### src/rtl/counter_pkg.sv
// Shared mode constants and bound-check helper for the modulo counter.
package counter_pkg;

  localparam int unsigned MODE_WRAP     = 0;
  localparam int unsigned MODE_SATURATE = 1;
  localparam int unsigned MODE_LEVEL    = 0;
  localparam int unsigned MODE_EDGE     = 1;

  localparam int unsigned MAX_WIDTH = 32;

  // True when a step in the given direction would leave the 0..max_value range.
  function automatic logic at_bound(input logic [MAX_WIDTH-1:0] value,
                                    input logic                 up,
                                    input logic [MAX_WIDTH-1:0] max_value);
    return up ? (value == max_value) : (value == '0);
  endfunction

endpackage

### src/rtl/edge_detect.sv
// Registers a level and flags its rising edge; the register clears on reset.
module edge_detect (
  input  logic clk,
  input  logic rst,
  input  logic i_sig,
  output logic o_rise
);

  logic r_sig_q;

  always_ff @(posedge clk or posedge rst) begin
    if (rst) r_sig_q <= 1'b0;
    else     r_sig_q <= i_sig;
  end

  assign o_rise = i_sig & ~r_sig_q;

endmodule

### src/rtl/mod_counter.sv
// Up/down modulo counter with wrap or saturate at 0..MAX_VALUE.
// Define MOD_COUNTER_LOAD_EN to add the load / load_value parallel-load ports.
module mod_counter
  import counter_pkg::*;
#(
  parameter int unsigned     WIDTH     = 4,
  parameter longint unsigned MAX_VALUE = (64'd1 << WIDTH) - 64'd1,
  parameter int unsigned     SATURATE  = MODE_WRAP,
  parameter int unsigned     EDGE_MODE = MODE_EDGE
) (
  input  logic             clk,
  input  logic             reset,
  input  logic             enable,
  input  logic             up,
  input  logic             clear,
`ifdef MOD_COUNTER_LOAD_EN
  input  logic             load,
  input  logic [WIDTH-1:0] load_value,
`endif
  output logic [WIDTH-1:0] count,
  output logic             tc,
  output logic             wrap
);

  localparam logic [WIDTH-1:0] MAX_CNT = WIDTH'(MAX_VALUE);

  generate
    if (WIDTH < 1 || WIDTH > MAX_WIDTH) begin : g_bad_width
      $error("mod_counter: WIDTH must be within 1..32");
    end
    if (MAX_VALUE > ((64'd1 << WIDTH) - 64'd1)) begin : g_bad_max
      $error("mod_counter: MAX_VALUE exceeds 2**WIDTH-1");
    end
  endgenerate

  logic [WIDTH-1:0] r_count;
  logic [WIDTH-1:0] w_count_nxt;
  logic             r_wrap;
  logic             w_wrap_nxt;
  logic             w_rise;
  logic             w_step;
  logic             w_at_bound;

  edge_detect u_edge_detect (
    .clk    (clk),
    .rst    (reset),
    .i_sig  (enable),
    .o_rise (w_rise)
  );

  assign w_step     = (EDGE_MODE == MODE_EDGE) ? w_rise : enable;
  assign w_at_bound = at_bound(32'(r_count), up, 32'(MAX_VALUE));

`ifdef MOD_COUNTER_LOAD_EN
  logic [WIDTH-1:0] w_load_val;
  assign w_load_val = (64'(load_value) > MAX_VALUE) ? MAX_CNT : load_value;
`endif

  // Next count: clear beats load beats step; only a bound crossing in wrap mode pulses wrap.
  always_comb begin
    w_count_nxt = r_count;
    w_wrap_nxt  = 1'b0;
    if (clear) begin
      w_count_nxt = '0;
    end
`ifdef MOD_COUNTER_LOAD_EN
    else if (load) begin
      w_count_nxt = w_load_val;
    end
`endif
    else if (w_step) begin
      if (!w_at_bound) begin
        w_count_nxt = up ? (r_count + WIDTH'(1)) : (r_count - WIDTH'(1));
      end else if (SATURATE == MODE_WRAP) begin
        w_count_nxt = up ? '0 : MAX_CNT;
        w_wrap_nxt  = 1'b1;
      end
    end
  end

  always_ff @(posedge clk or posedge reset) begin
    if (reset) begin
      r_count <= '0;
      r_wrap  <= 1'b0;
    end else begin
      r_count <= w_count_nxt;
      r_wrap  <= w_wrap_nxt;
    end
  end

  assign count = r_count;
  assign wrap  = r_wrap;
  assign tc    = w_at_bound;

endmodule

### config.mk
export PLATFORM = sky130hd
export DESIGN_NAME = mod_counter
export DESIGN_NICKNAME = d
export VERILOG_FILES = /design/src/rtl/counter_pkg.sv /design/src/rtl/edge_detect.sv /design/src/rtl/mod_counter.sv
export SDC_FILE = /design/constraint.sdc
export NUM_CORES = 1
export LEC_CHECK = 0
export CORE_AREA = 3 3 40 42
export CTS_CLUSTER_DIAMETER = 120
export DETAILED_ROUTE_END_ITERATION = 10
export DIE_AREA = 0 0 43 45
export PLACE_DENSITY = 0.64
export SETUP_SLACK_MARGIN = 0.1
export SYNTH_ARGS = -nofsm -noshare
export SYNTH_HDL_FRONTEND = slang
export SYNTH_SLANG_ARGS = --single-unit
### constraint.sdc
create_clock -name clk -period 1.8 [get_ports clk]
set_clock_uncertainty 0.15 [all_clocks]
set_input_delay 0.36 -clock clk [delete_from_list [all_inputs] [get_ports clk]]
set_output_delay 0.36 -clock clk [all_outputs]
set_load 0.05 [all_outputs]
**Word level (Yosys, flattened, before mapping)**

Cells that the tools add are included.

- Input port bits: 5
- Logic and storage cells: 19
- Register bits: 6
- Output and inout bits: 6

- Equal/unequal tests: 1
- Bitwise gates (word level): 2
- $add $sub $neg: 2
- Reductions and logical operators: 2
- Multiplexer cells: 9

Operator list:

| cell | count |
|---|---|
| 4-bit two-way mux | 5 |
| 4-bit by 1-bit adder with 4-bit output (second input constant) | 1 |
| 4-bit == test (second input constant) | 1 |
| 4-bit logical NOT | 1 |
| 1-bit two-way mux | 4 |
| 4-bit by 1-bit subtractor with 4-bit output (second input constant) | 1 |
| 2-bit nonzero test | 1 |
| 1-bit bitwise AND | 1 |
| 1-bit inverter | 1 |

**Longest topological paths before layout**

- Word-level depth: 5
- Depth in mapped cells: 6
- Depth with buffers taken out: 6

**Modules after synthesis**

Synthesis repeated with hierarchy kept, for this count alone.

- Cell total of the unflattened synthesis: 46
- Area, all modules: 437.9 um^2

Modules (own cells, without submodules):

| module | cells each | area an instance (um^2) | times used | sequential area each (um^2) |
|---|---|---|---|---|
| mod_counter | 43 | 395.4 | 1 | 125.1 |
| edge_detect | 3 | 42.5 | 1 | 25.0 |

**Worst setup path after synthesis**

OpenSTA, ideal clock, no wires.

- Path type: reg-to-output
- Start point: register r_count[2] (netlist: count[2])
- End point: output port tc
- Buffers on the path: 0
- Setup slack: -381 ps
- Required time: 1290 ps
- Data arrival time: 1671 ps
- Cell stages (with the launch flop): 3
- Cell sequence: dfrtp_1 -> or4_4 -> o21ai_2

- Longest elaborated chain between the ends: 2
- Elaborated cells between the ends (all ways): 3
- Classes of those cells: 1 x eq/ne; 1 x mux; 1 x reduce/logical

RTL lines:

| item | line | RTL |
|---|---|---|
| start, declared | mod_counter.sv:36 | `logic [WIDTH-1:0] r_count;` |
| start signal, assigned | mod_counter.sv:86 | `r_count <= w_count_nxt;` |
| 4-bit == test / 4-bit logical NOT (equally long branches) | counter_pkg.sv:15 | `return up ? (value == max_value) : (value == '0);` |
| 1-bit two-way mux * | counter_pkg.sv:15 |  |
| end, declared | mod_counter.sv:21 | `output logic tc,` |

Every way passes the cells marked *; elsewhere a longest branch is shown, timed or not.

**Final worst setup path**

- Start point: register r_count[0] (netlist: count[0])
- End point: output port tc

The elaborated chain is that of the path after synthesis.

==> summary.txt <==
Clocking
  – Clock Tree Root: clkbuf_4
  – Num CTS Buffers: 3
  – Clk_lat worst skew: 260 ps
  – Clock buffer depth: 2
  – H-tree depth: 1
  – Clock sink total: 6
  – Clock slew at reported path FFs: 50 ps
  – CTS tree: yes

Detailed routing
  – DR WL/cell: 16.00 µm
  – Initial DRC count: 25
  – Met1 Routed Length: 460 µm
  – Via count: 426
  – Max Used Layer: met4
  – Met3 WL: 77 µm
  – Wire length on met2: 638 µm
  – Number of nets with antenna violations after routing: 0
  – Vias per cell: 5.462
  – Drt first pass iters: 4
  – Final WL: 1.248 mm
  – DRC Markers: 0

Setup path
  – CP Cell Sequence: or4_4 -> o21ai_4 -> buf_12
  – WP data arrival: 1520 ps
  – CP Data Required Time: 1290 ps
  – Worst path slowest cell: or4_4
  – Startpoint Class: flop
  – Kind of end point of the critical path: output port
  – Critical path type: reg2out
  – CP Max Fanout: 2
  – Crit-path max cell delay: 540 ps

Yosys
  – Sequential-to-total area share from yosys stat: 39.09%
  – Syn avg cell area: 9.849 µm²
  – Syn. warnings: 0
  – Post-synth top cells: 6 x dfrtp_1, 5 x inv_1, 3 x nor2_1
  – Post-synth top area share: 39.09%
  – Synth Instances: 39
  – EDFF count, synth: 0
  – Synth cell types: 24
  – Syn Nets: 47
  – Largest cells by area after synthesis: dfrtp_1 39%, ha_1 6.5%, fa_1 5.2%
  – Top-count cell post-synth: dfrtp_1
  – Synth Flop Type: dfrtp_1
  – Synth async-reset ratio: 100.0%
  – Synthesized flop and latch total: 6
  – Cell area after synthesis: 384.1 µm²
  – Yosys top cell by area: dfrtp_1

Timing
  – Max-slew violation count: 0
  – Post-route setup slack: -233.4 ps
  – Final Hold Violating Endpoints: 0
  – TNS Setup: -319.6 ps
  – Setup violators final: 2
  – Final period util: 113.0%
  – Fin crit period: 2033 ps
  – Slew at the pin with the worst max-slew slack: 386.5 ps
  – Max_slew headroom: 74.18%
  – RSZ-0062 raised after global routing: yes
  – Fmax: 491.8 MHz

Global routing
  – Total GRT Usage: 13.34%
  – Initial antenna violation count: 0
  – First-pass GRT wire length: 1.731 mm
  – Vias in the first global route: 404
  – Largest net degree at the start of global routing: 7
  – GR Overflow Total: 0

Floorplanning
  – I/O pin count: 11
  – Cell row count: 13
  – Die Wd: 43 µm
  – DIE AREA: 1935 µm²
  – Total core area: 1285 µm²
  – Die Y-Extent: 45 µm
  – Initial Util: 29.89%

Final layout
  – Share of post-route cells with drive strength above 1: 57.14%
  – Diode count: 0
  – Layout Nets: 72
  – Final Cell Area: 710.7 µm²
  – Core Util, Final: 55.31%
  – Syn-to-layout area delta: 85.02%

Place
  – IO buf count: 10
  – Final GP Congestion: 0.7430
  – DPL Wire Length: 825.2 µm
  – Placed inst area: 645.6 µm²

Run status
  – Outcome: complete, but fails checks
  – Failing checks: negative setup slack

Job
  – Max_cap viols: 0

Min path
  – Hold Path Class: in2async

Pwr
  – Worst vdd ir: 0.3988 mV
  – Power, Total: 0.5080 mW
  – P_leak: 0.3146 nW
  – PD cells: 714.8 nW/µm²
-- timing repair --
action                                  4_1_cts  5_1_grt
setup buffers                                 1        0
endpoints found under the setup margin        5        4
pin swaps                                     2        1
gates resized for setup                       3        7
hold buffers                                  0        0
-- sequential cells by signal, indices dropped and copies added, names as in the netlist --
name	cells
wrap	1
u_edge_detect.r_sig_q	1
count	4
-- power breakdown --
group / switching, mW / leakage, nW / internal, mW
Combinational: 0.107 / 0.225 / 0.105
Sequential: 0.00750 / 0.0744 / 0.145
Clock: 0.0592 / 0.0150 / 0.0847
Total: 0.174 / 0.315 / 0.334
-- layout make-up --
| class | count | area (µm²) |
|---|---|---|
| fill | 110 | 574.3 |
| multi-input combinational | 27 | 267.8 |
| timing repair buffer | 21 | 225.2 |
| sequential | 6 | 153.9 |
| clock buffer | 4 | 26.28 |
| inverter | 5 | 18.77 |
| tap | 15 | 18.77 |
-- critical path, delay by kind of cell (launching register included) --
kind | cells | cell delay, ps
AOI/OAI and AO/OA | 1 | 180
DFF | 1 | 400
buffers and inverters | 1 | 150
and+or+nand+nor | 1 | 540
-- path summary, 6_finish.rpt --
kind,start,to,slack (ps),depth (start not counted)
min in group clk,enable,u_edge_detect.r_sig_q,450,1
min reg2reg,count[2],count[2],480,2
max reg2reg,count[2],count[3],-90,5
min,reset,count[0],180,2
max in group asynchronous,reset,count[1],1100,2
max,count[0],tc,-230,3
-- per-layer routing --
layer	vias to the layer above	track usage [%]
met5	-	0
met4	0	12.65
met3	10	4.781
met2	29	21.56
met1	199	13.30
li1	188	-
-- cell families after synthesis --
| logic type | Yosys count | share of synthesized area (%) |
|---|---|---|
| and+or+nand+nor | 12 | 20.20 |
| AOI/OAI and AO/OA | 10 | 18.57 |
| buffers and inverters | 6 | 5.863 |
| DFF | 6 | 39.09 |
| adders and majority gates | 3 | 11.73 |
| xor gates and xnor gates | 2 | 4.561 |
-- metrics by stage --
stage	setup WS, ps	std cells	hold slack, ps
5_1_grt	-283.7	78	196.4
3_5_place_dp	-602.4	73	450.5
2_1_floorplan	-176.1	39	0.7536
4_1_cts	-234.1	78	181.0
3_3_place_gp	-569.5	73	434.6
6_report	-233.4	78	179.0
-- layout by cell type (no fill, tap or decap), types with 2 or more instances in the layout --
cell type         n
inv_1             4
ha_4              2
buf_4            12
nor2_1            3
clkdlybuf4s50_1   3
xnor2_1           2
o21ai_4           2
dfrtp_1           3
dfrtp_2           3
clkbuf_4          3
buf_12            5
No activity file was read; power rests on OpenSTA's default activity.
